[src/rtl/npc_seq_unit.sv]
// Next-PC sequencer: owns the architectural PC, resolves branch/jump/jr targets,
// handles stall, exception redirect and misaligned jr. Optional macro: NPC_DELAY_SLOT_EN.
module npc_seq_unit #(
    parameter logic [31:0] RESET_VECTOR   = 32'h0000_3000,
    parameter logic [25:0] JMP_INDEX_BASE = 26'h000_0C00,
    parameter logic [31:0] EXC_VECTOR     = 32'h0000_4180,
    parameter int          CNT_WIDTH      = 16
) (
    input  logic                 clk,
    input  logic                 rst,
    input  logic                 stall,
    input  logic [2:0]           br_type,
    input  logic                 zero,
    input  logic                 cmp,
    input  logic [15:0]          br_imm,
    input  logic [25:0]          instr_index,
    input  logic                 jmp,
    input  logic                 jr,
    input  logic [31:0]          reg_target,
    input  logic                 exc_req,
    output logic [31:0]          pc,
    output logic [31:0]          pc_plus4,
    output logic                 redirect,
    output logic                 addr_err,
    output logic [CNT_WIDTH-1:0] taken_cnt
);

    typedef enum logic {
        RUN   = 1'b0,
        DELAY = 1'b1
    } state_t;

    state_t               state_reg, state_next;
    logic [31:0]          pc_reg, pc_next;
    logic [CNT_WIDTH-1:0] cnt_reg, cnt_next;
    logic                 addr_err_reg, addr_err_next;
`ifdef NPC_DELAY_SLOT_EN
    logic [31:0]          pending_reg, pending_next;
`endif

    logic        br_taken;
    logic        jr_misaligned;
    logic        transfer;
    logic [25:0] jmp_index;
    logic [31:0] br_target;
    logic [31:0] jmp_target;
    logic [31:0] xfer_target;

    // Branch relation for bgez/bgtz/blez/bltz is already folded into cmp by the ALU.
    always_comb begin
        br_taken = 1'b0;
        case (br_type)
            3'd1:                         br_taken = zero;
            3'd2:                         br_taken = ~zero;
            3'd3, 3'd4, 3'd5, 3'd6:       br_taken = cmp;
            default:                      br_taken = 1'b0;
        endcase
    end

    assign pc_plus4      = pc_reg + 32'd4;
    assign jmp_index     = instr_index + JMP_INDEX_BASE;
    assign br_target     = pc_reg + {{14{br_imm[15]}}, br_imm, 2'b00};
    assign jmp_target    = {pc_reg[31:28], jmp_index, 2'b00};
    assign jr_misaligned = jr && (reg_target[1:0] != 2'b00);
    assign transfer      = jr || jmp || br_taken;
    assign xfer_target   = jr  ? reg_target :
                           jmp ? jmp_target : br_target;

    // State register
    always_ff @(posedge clk) begin
        if (rst) begin
            state_reg    <= RUN;
            pc_reg       <= RESET_VECTOR;
            cnt_reg      <= '0;
            addr_err_reg <= 1'b0;
`ifdef NPC_DELAY_SLOT_EN
            pending_reg  <= '0;
`endif
        end else begin
            state_reg    <= state_next;
            pc_reg       <= pc_next;
            cnt_reg      <= cnt_next;
            addr_err_reg <= addr_err_next;
`ifdef NPC_DELAY_SLOT_EN
            pending_reg  <= pending_next;
`endif
        end
    end

    // Next-state and datapath
    always_comb begin
        state_next    = state_reg;
        pc_next       = pc_reg;
        cnt_next      = cnt_reg;
        addr_err_next = 1'b0;
`ifdef NPC_DELAY_SLOT_EN
        pending_next  = pending_reg;
`endif
        if (!stall) begin
            if (exc_req) begin
                pc_next    = EXC_VECTOR;
                state_next = RUN;
`ifdef NPC_DELAY_SLOT_EN
                pending_next = '0;
`endif
            end else if (state_reg == RUN) begin
                if (jr_misaligned) begin
                    pc_next       = EXC_VECTOR;
                    addr_err_next = 1'b1;
                end else if (transfer) begin
                    if (cnt_reg != {CNT_WIDTH{1'b1}})
                        cnt_next = cnt_reg + {{(CNT_WIDTH-1){1'b0}}, 1'b1};
`ifdef NPC_DELAY_SLOT_EN
                    pending_next = xfer_target;
                    pc_next      = pc_plus4;
                    state_next   = DELAY;
`else
                    pc_next      = xfer_target;
`endif
                end else begin
                    pc_next = pc_plus4;
                end
            end else begin
                // Delay slot done: any transfer requested from the slot is discarded.
`ifdef NPC_DELAY_SLOT_EN
                pc_next      = pending_reg;
                pending_next = '0;
`else
                pc_next      = pc_plus4;
`endif
                state_next = RUN;
            end
        end
    end

    // Outputs
    always_comb begin
        redirect = 1'b0;
        if (!stall) begin
            if (exc_req)
                redirect = 1'b1;
            else if (state_reg == RUN)
                redirect = transfer;
        end
    end

    assign pc        = pc_reg;
    assign addr_err  = addr_err_reg;
    assign taken_cnt = cnt_reg;

endmodule

[config.mk]
export PLATFORM = sky130hd
export DESIGN_NAME = npc_seq_unit
export DESIGN_NICKNAME = d
export VERILOG_FILES = /design/src/rtl/npc_seq_unit.sv
export SDC_FILE = /design/constraint.sdc
export NUM_CORES = 1
export LEC_CHECK = 0
export CAP_MARGIN = 25
export CORE_UTILIZATION = 30
export CTS_CLUSTER_DIAMETER = 120
export DETAILED_ROUTE_END_ITERATION = 8
export GPL_TIMING_DRIVEN = 0
export SLEW_MARGIN = 15
export SYNTH_ARGS = -nofsm -noshare
export SYNTH_HDL_FRONTEND = slang
export SYNTH_SLANG_ARGS = --single-unit
[constraint.sdc]
create_clock -name clk -period 2.9 [get_ports clk]
set_input_delay 0.29 -clock clk [delete_from_list [all_inputs] [get_ports clk]]
set_output_delay 0.29 -clock clk [all_outputs]
set_load 0.02 [all_outputs]
==> results of run 1 <==
==> Yosys cell counts (all sizes together), types with 7 or more instances <==
cell type,count
a21o,10
a211oi,9
nand3,27
nor3,15
nand4,13
nand2,69
nor2,74
a31oi,9
o21ai,58
nor2b,8
xnor2,44
o211ai,11
and4,9
xor2,34
dfxtp,49
ha,32
a21oi,47
buf,15
nand2b,12
a32oi,7
and3,12
and2,8
inv,16
clkbuf,20
a221oi,10
==> path summary, 6_finish.rpt <==
check	cells after the start	to	start
setup / recovery	12	pc[28]	br_imm[11]
hold / removal	3	pc[12]	rst
setup reg to reg	11	pc[28]	pc[11]
hold reg to reg	1	pc[0]	pc[0]
==> cell type report <==
| cell class | instances | area, um2 | area share |
|---|---|---|---|
| multi-input combinational | 591 | 4050 | 0.540 |
| timing repair buffer | 179 | 1730 | 0.231 |
| sequential | 49 | 1020 | 0.136 |
| tap | 220 | 275 | 0.0367 |
| buffer | 35 | 211 | 0.0282 |
| clock buffer | 5 | 125 | 0.0167 |
| inverter | 16 | 60.1 | 0.00801 |
| clock inverter | 3 | 26.3 | 0.00351 |
==> power by group <==
group	internal (W)	switching, W
Sequential	0.000690	0.0000420
Combinational	0.000390	0.000447
Clock	0.000327	0.000310
==> what timing repair did <==
action                     CTS  global route
buffers inserted            11             3
setup endpoints to repair   28            19
pin swaps                   12             7
resized for setup           60            33
==> logic make-up after synthesis <==
kind of cell | Yosys count
DFF | 49
xor gates and xnor gates | 78
buffers and inverters | 51
and+or+nand+nor | 266
adders and majority gates | 33
muxes | 8
AOI/OAI and AO/OA | 206
==> placed cells by master, fill, tap and decap left out, types with 10 or more instances in the layout <==
cell | synthesis | final
sky130_fd_sc_hd__clkdlybuf4s50_1 | 0 | 145
sky130_fd_sc_hd__nor2_1 | 72 | 69
sky130_fd_sc_hd__nand2_1 | 68 | 67
sky130_fd_sc_hd__o21ai_0 | 56 | 55
sky130_fd_sc_hd__xnor2_1 | 43 | 43
sky130_fd_sc_hd__a21oi_1 | 46 | 43
sky130_fd_sc_hd__xor2_1 | 34 | 34
sky130_fd_sc_hd__dfxtp_1 | 49 | 34
sky130_fd_sc_hd__ha_1 | 32 | 28
sky130_fd_sc_hd__nand3_1 | 26 | 25
sky130_fd_sc_hd__buf_4 | 6 | 19
sky130_fd_sc_hd__clkbuf_1 | 18 | 16
sky130_fd_sc_hd__inv_1 | 16 | 15
sky130_fd_sc_hd__nand4_1 | 13 | 13
sky130_fd_sc_hd__nor3_1 | 14 | 13
sky130_fd_sc_hd__nand2b_1 | 12 | 12
sky130_fd_sc_hd__o211ai_1 | 11 | 11
sky130_fd_sc_hd__a221oi_1 | 10 | 10
sky130_fd_sc_hd__and3_1 | 10 | 10
sky130_fd_sc_hd__dlygate4sd2_1 | 0 | 10
==> stage by stage <==
| stage | utilization | TNS [ps] | hold slack, ps |
|---|---|---|---|
| floorplan | - | 0 | 369 |
| global placement | 0.425 | -11050 | 479 |
| detailed placement | 0.425 | -10930 | 486 |
| CTS | 0.446 | -162 | 272 |
| global route | 0.450 | -54.9 | 303 |
| finish | 0.450 | 0 | 270 |
==> metal layers <==
layer  up-vias  global-route usage
li1       2902                   -
met1      2754               0.322
met2       267               0.361
met3        24              0.0383
met4         0              0.0811
met5         -                   0
==> worst register-to-register path, stage by stage (launching register included) <==
cell and delay [ps]:
sky130_fd_sc_hd__dfxtp_4 390, sky130_fd_sc_hd__ha_1 310, sky130_fd_sc_hd__buf_8 140, sky130_fd_sc_hd__a21oi_2 170, sky130_fd_sc_hd__o21ai_0 100, sky130_fd_sc_hd__a31oi_1 300, sky130_fd_sc_hd__a211o_1 190, sky130_fd_sc_hd__nand2_2 80
sky130_fd_sc_hd__buf_6 130, sky130_fd_sc_hd__and4_4 160, sky130_fd_sc_hd__or4_4 540, sky130_fd_sc_hd__a211oi_2 230
==> impl_summary.txt, run 1 <==
----------------------------------------------------
[Run status]
  Result of the run ... finished, final reports clean

[Yosys]
  Compound-cell area share of the yosys netlist ... 0.265
  Flip-flop and latch count after synthesis ... 49
  Warning count from the yosys run ... 0
  Combinational family with the most area after synthesis ... compound AO/OA/AOI/OAI gates
  Post-synth design cell area ... 5150 um2
  Adder and majority cell fraction of the synthesized area ... 0.0817
  Fraction of synthesized cell area taken by the top area cell type ... 0.191
  XOR/XNOR share of the synthesized area ... 0.134
  Share of synthesized area occupied by flip-flops and latches ... 0.191
  Fraction of synthesized area in multiplexers ... 0.0160
  Library cell with the largest summed area after synthesis ... sky130_fd_sc_hd__dfxtp_1
  Post-Synth Simple-Gate Area ... 0.261
  Top cells by area in the synthesized netlist ... sky130_fd_sc_hd__dfxtp_1 19%, sky130_fd_sc_hd__ha_1 7.8%, sky130_fd_sc_hd__xnor2_1 7.3%
  Gate Count Post-Synth ... 691
  Nets in the synthesized netlist ... 809
  Synth cell types ... 83
  Most used flip-flop cell after synthesis ... sky130_fd_sc_hd__dfxtp_1
  EDFF count, synth ... 0
  Async S/R FF share, synth ... 0
  Avg Cell Area, Syn ... 7.45 um2

[Cells and area]
  Synth-to-layout area growth ... 45.6%
  Post-layout net count ... 995
  Flip-flop count of the largest register, all copies and words added ... 32
  Fraction of layout instances using a drive strength above 1 ... 0.128
  Number of inserted diodes ... 0
  Fin area ... 7500 um2
  Filler cell count ... 1706
  Number of standard cells in the final layout excluding fillers ... 1098

[Placed design]
  Placed wire-length estimate ... 16100 um
  Minimum setup slack after placement ... -785 ps
  Number of port buffers ... 165
  Cell total after placement ... 1076
  Area post-placement ... 7070 um2
  Final weighted congestion in routability-driven placement ... 0.951

[Setup path]
  Critical Path Sink Type ... flip-flop
  Buf+Inv Stages, Crit Path ... 3
  Data required, critical path ... 3130 ps
  Sort of element at the start of the critical path ... input pin
  Stage delay of the slowest cell on the critical path ... 540 ps
  Max FO, Critical Path ... 7
  Data arrival, critical path ... 3070 ps
  Classification of the worst setup path ... input pin to flip-flop
  Max stage delay cell, worst path ... sky130_fd_sc_hd__or4_4
  Register-to-register path setup slack ... 70 ps
  Cells along the critical path ... clkdlybuf4s50_1, ha_1, clkbuf_4, a21oi_4, o21ai_0, a31oi_1, a211o_1, nand2_2, buf_6, and4_4, or4_4, a211oi_2
  Largest delay share family, worst path ... compound AO/OA/AOI/OAI gates

[Floorplan]
  Die X ... 133 um
  Standard-cell row count ... 47
  Die footprint ... 17700 um2
  Die height ... 133 um
  Area of the placeable core ... 16600 um2
  Effective utilization at floorplan ... 0.309
  Top Ports ... 167

[Power]
  Overall power after layout ... 0.00221 W
  Leak Pwr ... 2.89 nW
  Worst-case vdd ir drop ... 0.000272 V
  PD cells ... 294 nW/um2

[Global route]
  Largest net degree at the start of global routing ... 18
  Number of global-route vias before repair ... 5694
  Global routing usage summed across all routing layers ... 0.232
  Final global-route overflow total ... 0
  Global-route wire length before repair ... 31600 um
  Initial antenna violation count ... 0

[Clock network]
  Sink count of the clock tree ... 49
  Clock root cell ... sky130_fd_sc_hd__clkbuf_16
  Max clock buf depth ... 2
  CTS tree ... done
  Clock slew at the register clock pins of the worst setup and hold paths ... 80 ps
  CTS Hold Bufs ... 0
  Cts bufs inserted ... 5
  Clock Latency Late Sink ... 310 ps
  Htree depth ... 2

[Detailed routing]
  DR DRC count ... 0
  DRT Pass-1 Iters ... 5
  Met2 wire length ... 9130 um
  Via count ... 5947
  Post-DRT Antenna Nets ... 0
  Wire length on met1 ... 9600 um
  Routed wirelength normalized by instance count ... 18.9 um
  DR vias/cell ... 5.42
  Final wirelength ... 20700 um
  Highest routed layer ... met4
  Detailed router's first-iteration violation count ... 506
  Wire length on met3 ... 1570 um

[STA]
  Post-layout min period ... 2840 ps
  Transition time at the pin with the least slew margin ... 775 ps
  Post-route worst setup slack ... 57.5 ps
  Pins Over Slew Limit ... 0
  Endpoints failing hold ... 0
  Share of the clock period used by the worst path ... 0.980
  Top achievable clock speed ... 352 MHz
  RSZ-0062 raised after global routing ... true
  Setup violations, final ... 0
  Max-Slew Margin vs Limit ... 0.484
  Max Clock Skew ... 7.99 ps

[Job]
  Max Cap Viol ... 0

[Min path]
  Tightest Hold Check Type ... input pin to flip-flop

----------------------------------------------------
(Power assumes the default switching activity.)
==> run 2, diff against run 1 <==
Settings changed: ABC_CLOCK_PERIOD_IN_PS set to 2900.
==> results of run 2 <==
No change in the layout: final DEF, timing and power equal those of run 1.
